**src/rtl/rv32_mem_pkg.sv**
```systemverilog
// Shared types for the memory arbiter: controller state and grant side encoding.
package rv32_mem_pkg;

    typedef enum logic [1:0] {
        ARB_IDLE   = 2'd0,
        ARB_BUSY_I = 2'd1,
        ARB_BUSY_D = 2'd2,
        ARB_RESP   = 2'd3
    } arb_state_t;

    typedef enum logic {
        GNT_I = 1'b0,
        GNT_D = 1'b1
    } grant_side_t;

endpackage

```
**src/rtl/mem_arb_pick.sv**
```systemverilog
// Combinational grant picker for the fetch/load-store memory arbiter.
// Build option: MEM_ARB_ROUND_ROBIN_EN selects alternating grants on
// conflict; without it the data side always wins a conflict.
module mem_arb_pick
    import rv32_mem_pkg::*;
(
    input  logic        i_pend_i,
    input  logic        i_pend_d,
    input  grant_side_t i_last_grant,
    output logic        o_grant_valid,
    output grant_side_t o_grant_side
);

    grant_side_t w_conflict_side;

`ifdef MEM_ARB_ROUND_ROBIN_EN
    // On conflict, serve whichever side did not win the previous grant.
    always_comb w_conflict_side = (i_last_grant == GNT_I) ? GNT_D : GNT_I;
`else
    logic w_unused_last;
    assign w_unused_last = i_last_grant;

    // On conflict the load/store side always wins.
    always_comb w_conflict_side = GNT_D;
`endif

    // Pick a side: the single requester, or the conflict winner when both ask.
    always_comb begin
        o_grant_valid = i_pend_i | i_pend_d;
        o_grant_side  = GNT_I;
        if (i_pend_i && i_pend_d) begin
            o_grant_side = w_conflict_side;
        end else if (i_pend_d) begin
            o_grant_side = GNT_D;
        end
    end

endmodule

```
**src/rtl/mem_arbiter.sv**
```systemverilog
// Shares one memory port between instruction fetch and load/store.
// Each grant is registered, held on the memory port until mem_ready,
// and answered with a one-cycle ready pulse to the winning side.
// Build option: MEM_ARB_ROUND_ROBIN_EN (round-robin conflict resolution,
// handled inside mem_arb_pick); default build is fixed data-side priority.
module mem_arbiter
    import rv32_mem_pkg::*;
#(
    parameter int ADDR_WIDTH = 32
) (
    input  logic                  clk,
    input  logic                  reset,
    input  logic                  i_req,
    input  logic [ADDR_WIDTH-1:0] i_addr,
    output logic [31:0]           i_rdata,
    output logic                  i_ready,
    input  logic                  d_ren,
    input  logic                  d_wen,
    input  logic [ADDR_WIDTH-1:0] d_addr,
    input  logic [31:0]           d_wdata,
    input  logic [3:0]            d_wmask,
    output logic [31:0]           d_rdata,
    output logic                  d_ready,
    output logic                  mem_valid,
    output logic                  mem_we,
    output logic [ADDR_WIDTH-1:0] mem_addr,
    output logic [31:0]           mem_wdata,
    output logic [3:0]            mem_wmask,
    input  logic [31:0]           mem_rdata,
    input  logic                  mem_ready
);

    arb_state_t            r_state;
    arb_state_t            w_next_state;
    grant_side_t           r_winner;
    grant_side_t           r_last_grant;
    grant_side_t           w_grant_side;
    logic                  w_grant_valid;
    logic                  w_pend_i;
    logic                  w_pend_d;
    logic                  w_busy;
    logic                  w_take_grant;
    logic                  r_we;
    logic [ADDR_WIDTH-1:0] r_addr;
    logic [31:0]           r_wdata;
    logic [3:0]            r_wmask;
    logic [31:0]           r_resp;

    assign w_pend_i     = i_req;
    assign w_pend_d     = d_ren | d_wen;
    assign w_busy       = (r_state == ARB_BUSY_I) || (r_state == ARB_BUSY_D);
    assign w_take_grant = (r_state == ARB_IDLE) && w_grant_valid;

    // Last-grant is only consulted by the picker in round-robin builds.
    mem_arb_pick u_pick (
        .i_pend_i      (w_pend_i),
        .i_pend_d      (w_pend_d),
        .i_last_grant  (r_last_grant),
        .o_grant_valid (w_grant_valid),
        .o_grant_side  (w_grant_side)
    );

    // State register; reset abandons any in-flight access immediately.
    always_ff @(posedge clk or negedge reset) begin
        if (!reset) begin
            r_state <= ARB_IDLE;
        end else begin
            r_state <= w_next_state;
        end
    end

    // Next-state: requests are only looked at in IDLE; BUSY waits for memory.
    always_comb begin
        w_next_state = r_state;
        case (r_state)
            ARB_IDLE: begin
                if (w_grant_valid) begin
                    w_next_state = (w_grant_side == GNT_D) ? ARB_BUSY_D : ARB_BUSY_I;
                end
            end
            ARB_BUSY_I, ARB_BUSY_D: begin
                if (mem_ready) begin
                    w_next_state = ARB_RESP;
                end
            end
            ARB_RESP: w_next_state = ARB_IDLE;
            default:  w_next_state = ARB_IDLE;
        endcase
    end

    // Capture the granted access and, later, the memory's read response.
    always_ff @(posedge clk or negedge reset) begin
        if (!reset) begin
            r_winner     <= GNT_I;
            r_last_grant <= GNT_I;
            r_we         <= 1'b0;
            r_addr       <= '0;
            r_wdata      <= '0;
            r_wmask      <= '0;
            r_resp       <= '0;
        end else begin
            if (w_take_grant) begin
                r_winner     <= w_grant_side;
                r_last_grant <= w_grant_side;
                if (w_grant_side == GNT_D) begin
                    r_we    <= d_wen;
                    r_addr  <= d_addr;
                    r_wdata <= d_wen ? d_wdata : 32'd0;
                    r_wmask <= d_wen ? d_wmask : 4'b0000;
                end else begin
                    r_we    <= 1'b0;
                    r_addr  <= i_addr;
                    r_wdata <= 32'd0;
                    r_wmask <= 4'b0000;
                end
            end
            if (w_busy && mem_ready) begin
                r_resp <= r_we ? 32'd0 : mem_rdata;
            end
        end
    end

    assign mem_valid = w_busy;
    assign mem_we    = r_we;
    assign mem_addr  = r_addr;
    assign mem_wdata = r_wdata;
    assign mem_wmask = r_wmask;

    assign i_ready = (r_state == ARB_RESP) && (r_winner == GNT_I);
    assign d_ready = (r_state == ARB_RESP) && (r_winner == GNT_D);
    assign i_rdata = i_ready ? r_resp : 32'd0;
    assign d_rdata = d_ready ? r_resp : 32'd0;

endmodule

```
**config.mk**
```make
export PLATFORM = sky130hd
export DESIGN_NAME = mem_arbiter
export DESIGN_NICKNAME = d
export VERILOG_FILES = /design/src/rtl/rv32_mem_pkg.sv /design/src/rtl/mem_arb_pick.sv /design/src/rtl/mem_arbiter.sv
export SDC_FILE = /design/constraint.sdc
export NUM_CORES = 1
export LEC_CHECK = 0
export CAP_MARGIN = 10
export CORE_MARGIN = 8
export CORE_UTILIZATION = 35
export CTS_CLUSTER_SIZE = 14
export DETAILED_ROUTE_END_ITERATION = 6
export GPL_TIMING_DRIVEN = 1
export PLACE_DENSITY = 0.78
export SLEW_MARGIN = 40
export SYNTH_ARGS = -nofsm -noshare
export SYNTH_HDL_FRONTEND = slang
export SYNTH_SLANG_ARGS = --single-unit
```
**constraint.sdc**
```tcl
create_clock -name clk -period 1.4 [get_ports clk]
set_clock_uncertainty 0.05 [all_clocks]
set_input_delay 0.35 -clock clk [delete_from_list [all_inputs] [get_ports clk]]
set_output_delay 0.35 -clock clk [all_outputs]
set_load 0.05 [all_outputs]
```
==> results of run 1 <==
## placed cells by master, fill, tap and decap left out, drive strengths merged
cell type	synthesis	layout
dlygate4sd2	0	2
buf	16	204
clkdlybuf4s50	0	133
clkdlybuf4s15	0	1
mux2i	34	34
nand2	142	142
nor2	2	2
o21ai	65	65
mux2	1	1
nand2b	32	32
dfrtp	104	104
nand3	36	36
clkbuf	25	11
clkinvlp	0	3
bufinv	0	2
a32oi	1	1
a21oi	1	1
inv	4	4
nor2b	1	1
clkinv	0	2
ha	3	3
and3	32	32
o31ai	1	1
and2	33	33
dlygate4sd3	0	1
## power by group
group / total (uW) / switching [uW] / internal (uW)
logic: 19000 / 9400 / 9570
registers: 5870 / 1570 / 4310
clock network: 2740 / 1170 / 1570
total: 27600 / 12100 / 15400
## path summary, 6_finish.rpt
check / from / cells past startpoint / end / slack (ps)
max reg2reg: r_state[1] / 7 / r_state[1] / -340
min in group asynchronous: reset / 3 / r_resp[7] / 530
min reg2reg: r_resp[18] / 2 / r_resp[18] / 470
max in group asynchronous: reset / 3 / mem_addr[19] / 470
max: r_state[1] / 6 / i_rdata[27] / -640
min: r_resp[18] / 2 / r_resp[18] / 470
## metal layers
| metal | share of wire | routed length, um | up-vias |
|---|---|---|---|
| met5 | 0 | 0 | - |
| met4 | 0.027 | 592 | 0 |
| met2 | 0.55 | 11800 | 237 |
| met3 | 0.077 | 1670 | 36 |
| li1 | - | - | 2394 |
| met1 | 0.35 | 7550 | 2557 |
## timing repair
item                                   CTS  global route
buffers inserted                        17             1
setup endpoints to repair              172           174
pin swaps                               36             7
resized for setup                      184            55
endpoints found under the hold margin  104             0
cloned                                  18             2
hold buffers                             1             0
## flip-flops by register name, indices dropped and copies added, names as in the netlist
name       count
r_state        2
mem_we         1
mem_addr      32
mem_wdata     32
mem_wmask      4
r_resp        32
r_winner       1
## critical path, cell delays in order, from the launching register on
cell	delay (ps)
dfrtp_1	420
ha_4	180
nor2b_4	120
buf_12	140
clkbuf_16	150
and2_4	140
buf_12	140
## logic make-up (layout without fill, tap and decap cells)
family	Yosys count	after routing	share of synthesized area
buf+inv	45	363	0.0531
mux	35	35	0.0707
flops	104	104	0.523
simple gates	278	278	0.271
compound gates	68	68	0.0740
fa+ha+maj	3	3	0.00755
## layout make-up
cell class | instances | area (um^2) | share of cell area
Sequential cell | 104 | 2600 | 0.231
Tap cell | 180 | 225 | 0.0200
Inverter | 4 | 17.5 | 0.00156
Clock inverter | 7 | 96.3 | 0.00856
Multi-Input combinational cell | 384 | 2790 | 0.248
Clock buffer | 9 | 225 | 0.0200
Timing Repair Buffer | 343 | 5300 | 0.471
## metrics by stage
stage	instances	utilization
floorplan	533	-
global placement	978	0.694
detailed placement	978	0.694
CTS	1028	0.795
global route	1031	0.811
finish	1031	0.811
==> results.json, run 1 <==
{
  "status": "finished, violations left",
  "failed_checks": "negative setup slack",
  "endpoint_kind": "output pin",
  "clock.fmax_ghz": 0.490,
  "grt_max_degree": 61,
  "cp_data_required_time_ps": 1000,
  "synth_edf_count": 0,
  "peakVddDrop_mv": 1.40,
  "hold_slack_ps": 472,
  "cap_violations": 0,
  "grt_usage": 0.231,
  "finalInstanceArea_um2": 11300,
  "initial_core_util": 0.358,
  "fin_tns_setup_ps": -60290,
  "die_height_um": 135,
  "use_met1": 0.232,
  "yosysWarnings": 0,
  "grt_first_pass_wirelength_mm": 32.5,
  "p_leak_uw": 0.00502,
  "setup_viol": 163,
  "drt-pass1-iter-count": 4,
  "synth_top_cells_by_count": "nand2_1 (142), dfrtp_1 (104), o21ai_0 (44)",
  "fill_cells": 763,
  "grt-ovfl-total": 0,
  "worstMarginPinSlew_ps": 551,
  "drive_above_1_share": 0.485,
  "postLayoutSetupSlackWorst_ps": -642,
  "min_period_over_period": 1.46,
  "clk_latency_ps": 350,
  "io_pins": 274,
  "dp_hpwl_mm": 14.4,
  "relSlewSlack": 0.633,
  "drc": 0,
  "powerDensity_nw_per_um2": 2450,
  "grt_use_met2": 0.429,
  "ys_seq_elements": 104,
  "min_path_type": "flip-flop to flip-flop",
  "async_flop_share": 1.00,
  "yosysTopAreaCell": "dfrtp_1",
  "syn-cell-area_um2": 4970,
  "worstSetupStartpointType": "flip-flop",
  "rsz0062_at_grt": "yes",
  "grt_pass1_vias": 5852,
  "clkSlewWorstSetupHoldPaths_ps": 70,
  "die-area_um2": 18300,
  "synth_nets": 674,
  "busiest_layer": "met2",
  "cts-buffers-inserted": 9,
  "power_uw": 27600,
  "portBuffers": 273,
  "clock_path_buffers": 2,
  "diodes": 0,
  "cts_max_level": 3,
  "path_class": "flip-flop to output pin",
  "seq_area_frac_synth": 0.523,
  "synth_cell_types": 23,
  "synthToLayoutAreaGrowth_pct": 126,
  "nNetsFinal": 987,
  "cts_sinks": 104,
  "ant_nets": 0,
  "finalCriticalPeriod_ps": 2040,
  "synth_most_common_cell": "nand2_1",
  "root_buffer": "clkbuf_16",
  "critPathMaxFanout": 6,
  "syn_area_per_cell_um2": 9.33,
  "syn_inst": 533,
  "place_congestion": 0.774,
  "via_count": 5224,
  "dr.first_iter.drc_count": 276,
  "netlist_top_cells_area": "dfrtp_1 (52%), nand2_1 (11%), mux2i_1 (6.8%)",
  "place_area_um2": 9640,
  "cts_tree": "done",
  "slew_violations": 0,
  "drt-total-wl_mm": 21.6,
  "rows": 43,
  "arrival_ps": 1640,
  "avgViaCountPerCell": 5.07,
  "wl_per_cell_um": 21.0,
  "final_hold_viol_count": 0,
  "antenna_found_initial": 0,
  "fp.dieW_um": 135,
  "synthFlopType": "dfrtp_1",
  "pre_cts_ws_ps": -525,
  "yosysTopAreaCellShare": 0.523,
  "use_met3": 0.0723,
  "core_um2": 13900
}
(Power assumes the default switching activity.)
==> run 2: changes to the inputs <==
Settings changed: CAP_MARGIN 10 to default.
==> results of run 2 <==
Final layout, timing and power as in run 1 (identical DEF).
==> run 3: changes to the inputs <==
Settings changed: CORE_UTILIZATION 35 to 39, PLACE_DENSITY 0.78 to 0.81.
Clock period 1.4 ns to 2.2 ns, I/O delays scaled along.
==> results.json, run 3 (synthesis gave the netlist of run 1 again) <==
{
  "cap_violations": 0,
  "final_cell_mix": "clkdlybuf4s50_1 (200), nand2_1 (142), dfrtp_1 (104)",
  "final_hold_viol_count": 0,
  "finalCriticalPeriod_ps": 2200,
  "dp_cells": 953,
  "ant_nets": 0,
  "status": "finished, final reports clean",
  "relSlewSlack": 0.629,
  "cp_data_required_time_ps": 1600,
  "slowest_delay_ps": 350,
  "cp.buffers_inverters": 2,
  "powerDensity_nw_per_um2": 1420,
  "crit_chain": "ha_2 > nor2b_4 > buf_12 > and2_1 > buf_12",
  "rows": 41,
  "final_common_cell": "clkdlybuf4s50_1",
  "initial_core_util": 0.397,
  "place_congestion": 0.803,
  "busiest_layer": "met2",
  "critPathMaxFanout": 31,
  "worstSetupStartpointType": "flip-flop",
  "clock.fmax_ghz": 0.455,
  "slew_violations": 0,
  "worstMarginPinSlew_ps": 554,
  "wl_per_cell_um": 18.6,
  "grt_max_degree": 87,
  "min_period_over_period": 0.999,
  "clock_path_buffers": 2,
  "grt-ovfl-total": 0,
  "cts-buffers-inserted": 9,
  "cpLargestDelayFamily": "simple AND/OR/NAND/NOR gates",
  "cts_max_level": 3,
  "root_buffer": "clkbuf_16",
  "peakVddDrop_mv": 0.791,
  "grt_first_pass_wirelength_mm": 27.4,
  "fin_tns_setup_ps": 0,
  "clk_latency_ps": 340,
  "endpoint_kind": "output pin",
  "setup_viol": 0,
  "grt_use_met2": 0.364,
  "portBuffers": 273,
  "drc": 0,
  "avgViaCountPerCell": 4.93,
  "p_leak_uw": 0.00408,
  "grt_pass1_vias": 5093,
  "cts_sinks": 104,
  "nNetsFinal": 935,
  "synthToLayoutAreaGrowth_pct": 79.0,
  "drt-total-wl_mm": 18.1,
  "fin_cells": 973,
  "arrival_ps": 1600,
  "antenna_found_initial": 2,
  "min_path_type": "primary input to asynchronous set/reset pin",
  "via_count": 4793,
  "dp_hpwl_mm": 14.4,
  "clkSlewWorstSetupHoldPaths_ps": 60,
  "rsz0062_at_grt": "yes",
  "die-area_um2": 16600,
  "die_height_um": 129,
  "cp_slowest_cell": "dfrtp_1",
  "ctsHoldBuffers": 0,
  "use_met3": 0.0699,
  "dr.first_iter.drc_count": 309,
  "fp.dieW_um": 129,
  "worst_path_most_repeated_cell": "buf_12",
  "drt-pass1-iter-count": 4,
  "use_met1": 0.235,
  "io_pins": 274,
  "grt_usage": 0.213,
  "cts_tree": "done",
  "path_class": "flip-flop to output pin",
  "drive_above_1_share": 0.160,
  "core_um2": 12500
}
==> run 3: cell count changes in the layout (fill, tap and decap cells not counted), sizes merged <==
cell           before  now
buf               204   91
bufinv              2    1
clkbuf             11   13
clkdlybuf4s15       1    0
clkdlybuf4s50     133  200
clkinvlp            3    0
diode               0    2
dlygate4sd2         2    0
dlygate4sd3         1    0
==> run 3: per-stage QoR <==
step                      instance area (um^2)  setup WS [ps]  total power [uW]  utilization  hold WS [ps]
after floorplan                           4980           90.9              7800            -           204
after global placement                    8540            144             10700        0.683           400
after detailed placement                  8540           62.7             11000        0.683           397
after CTS                                 8880          -3.43             12700        0.709          38.2
after global routing                      8900          -74.1             13200        0.711          44.2
final                                     8900           1.78             12600        0.711          35.1
==> run 3: repair_timing <==
item	in CTS	in global routing
buffers inserted	2	0
pin swaps	0	7
endpoints found under the setup margin	36	31
cloned	0	0
resized for setup	6	8
==> run 3: worst paths after layout <==
path	start	end	slack, ps	cells after the start
worst min register to register	mem_wdata[3]	mem_wdata[3]	420	2
worst min-delay path	reset	r_resp[13]	40	1
worst max-delay path	r_state[0]	i_rdata[9]	2	5
max in group asynchronous	reset	mem_addr[13]	1500	2
worst max register to register	r_state[0]	r_resp[26]	490	6
min in group clk	mem_wdata[3]	mem_wdata[3]	420	2
==> run 3: area by class of cell <==
cell class,count,area (um^2)
tap,172,215
clock inverter,3,40.0
inverter,4,15.0
clock buffer,13,260
sequential,104,2600
fill,915,3610
multi-input combinational,384,2150
timing repair buffer,291,3610
antenna,2,5.00
==> run 3: where the power goes <==
part	internal [uW]	switching (uW)
Sequential	2740	503
Clock	942	675
Combinational	2890	4860
==> run 3: worst reg2reg max path, stage by stage, from the launching register on <==
cell and delay [ps]:
dfrtp_1 350, buf_4 110, inv_1 60, ha_1 430, nand2_1 140, buf_12 210, o21ai_0 270
==> run 3: routing by layer <==
| layer | share of wire | wire, um |
|---|---|---|
| met1 | 0.38 | 6950 |
| met2 | 0.50 | 8980 |
| met3 | 0.080 | 1450 |
| met4 | 0.038 | 695 |
| met5 | 0 | 0 |
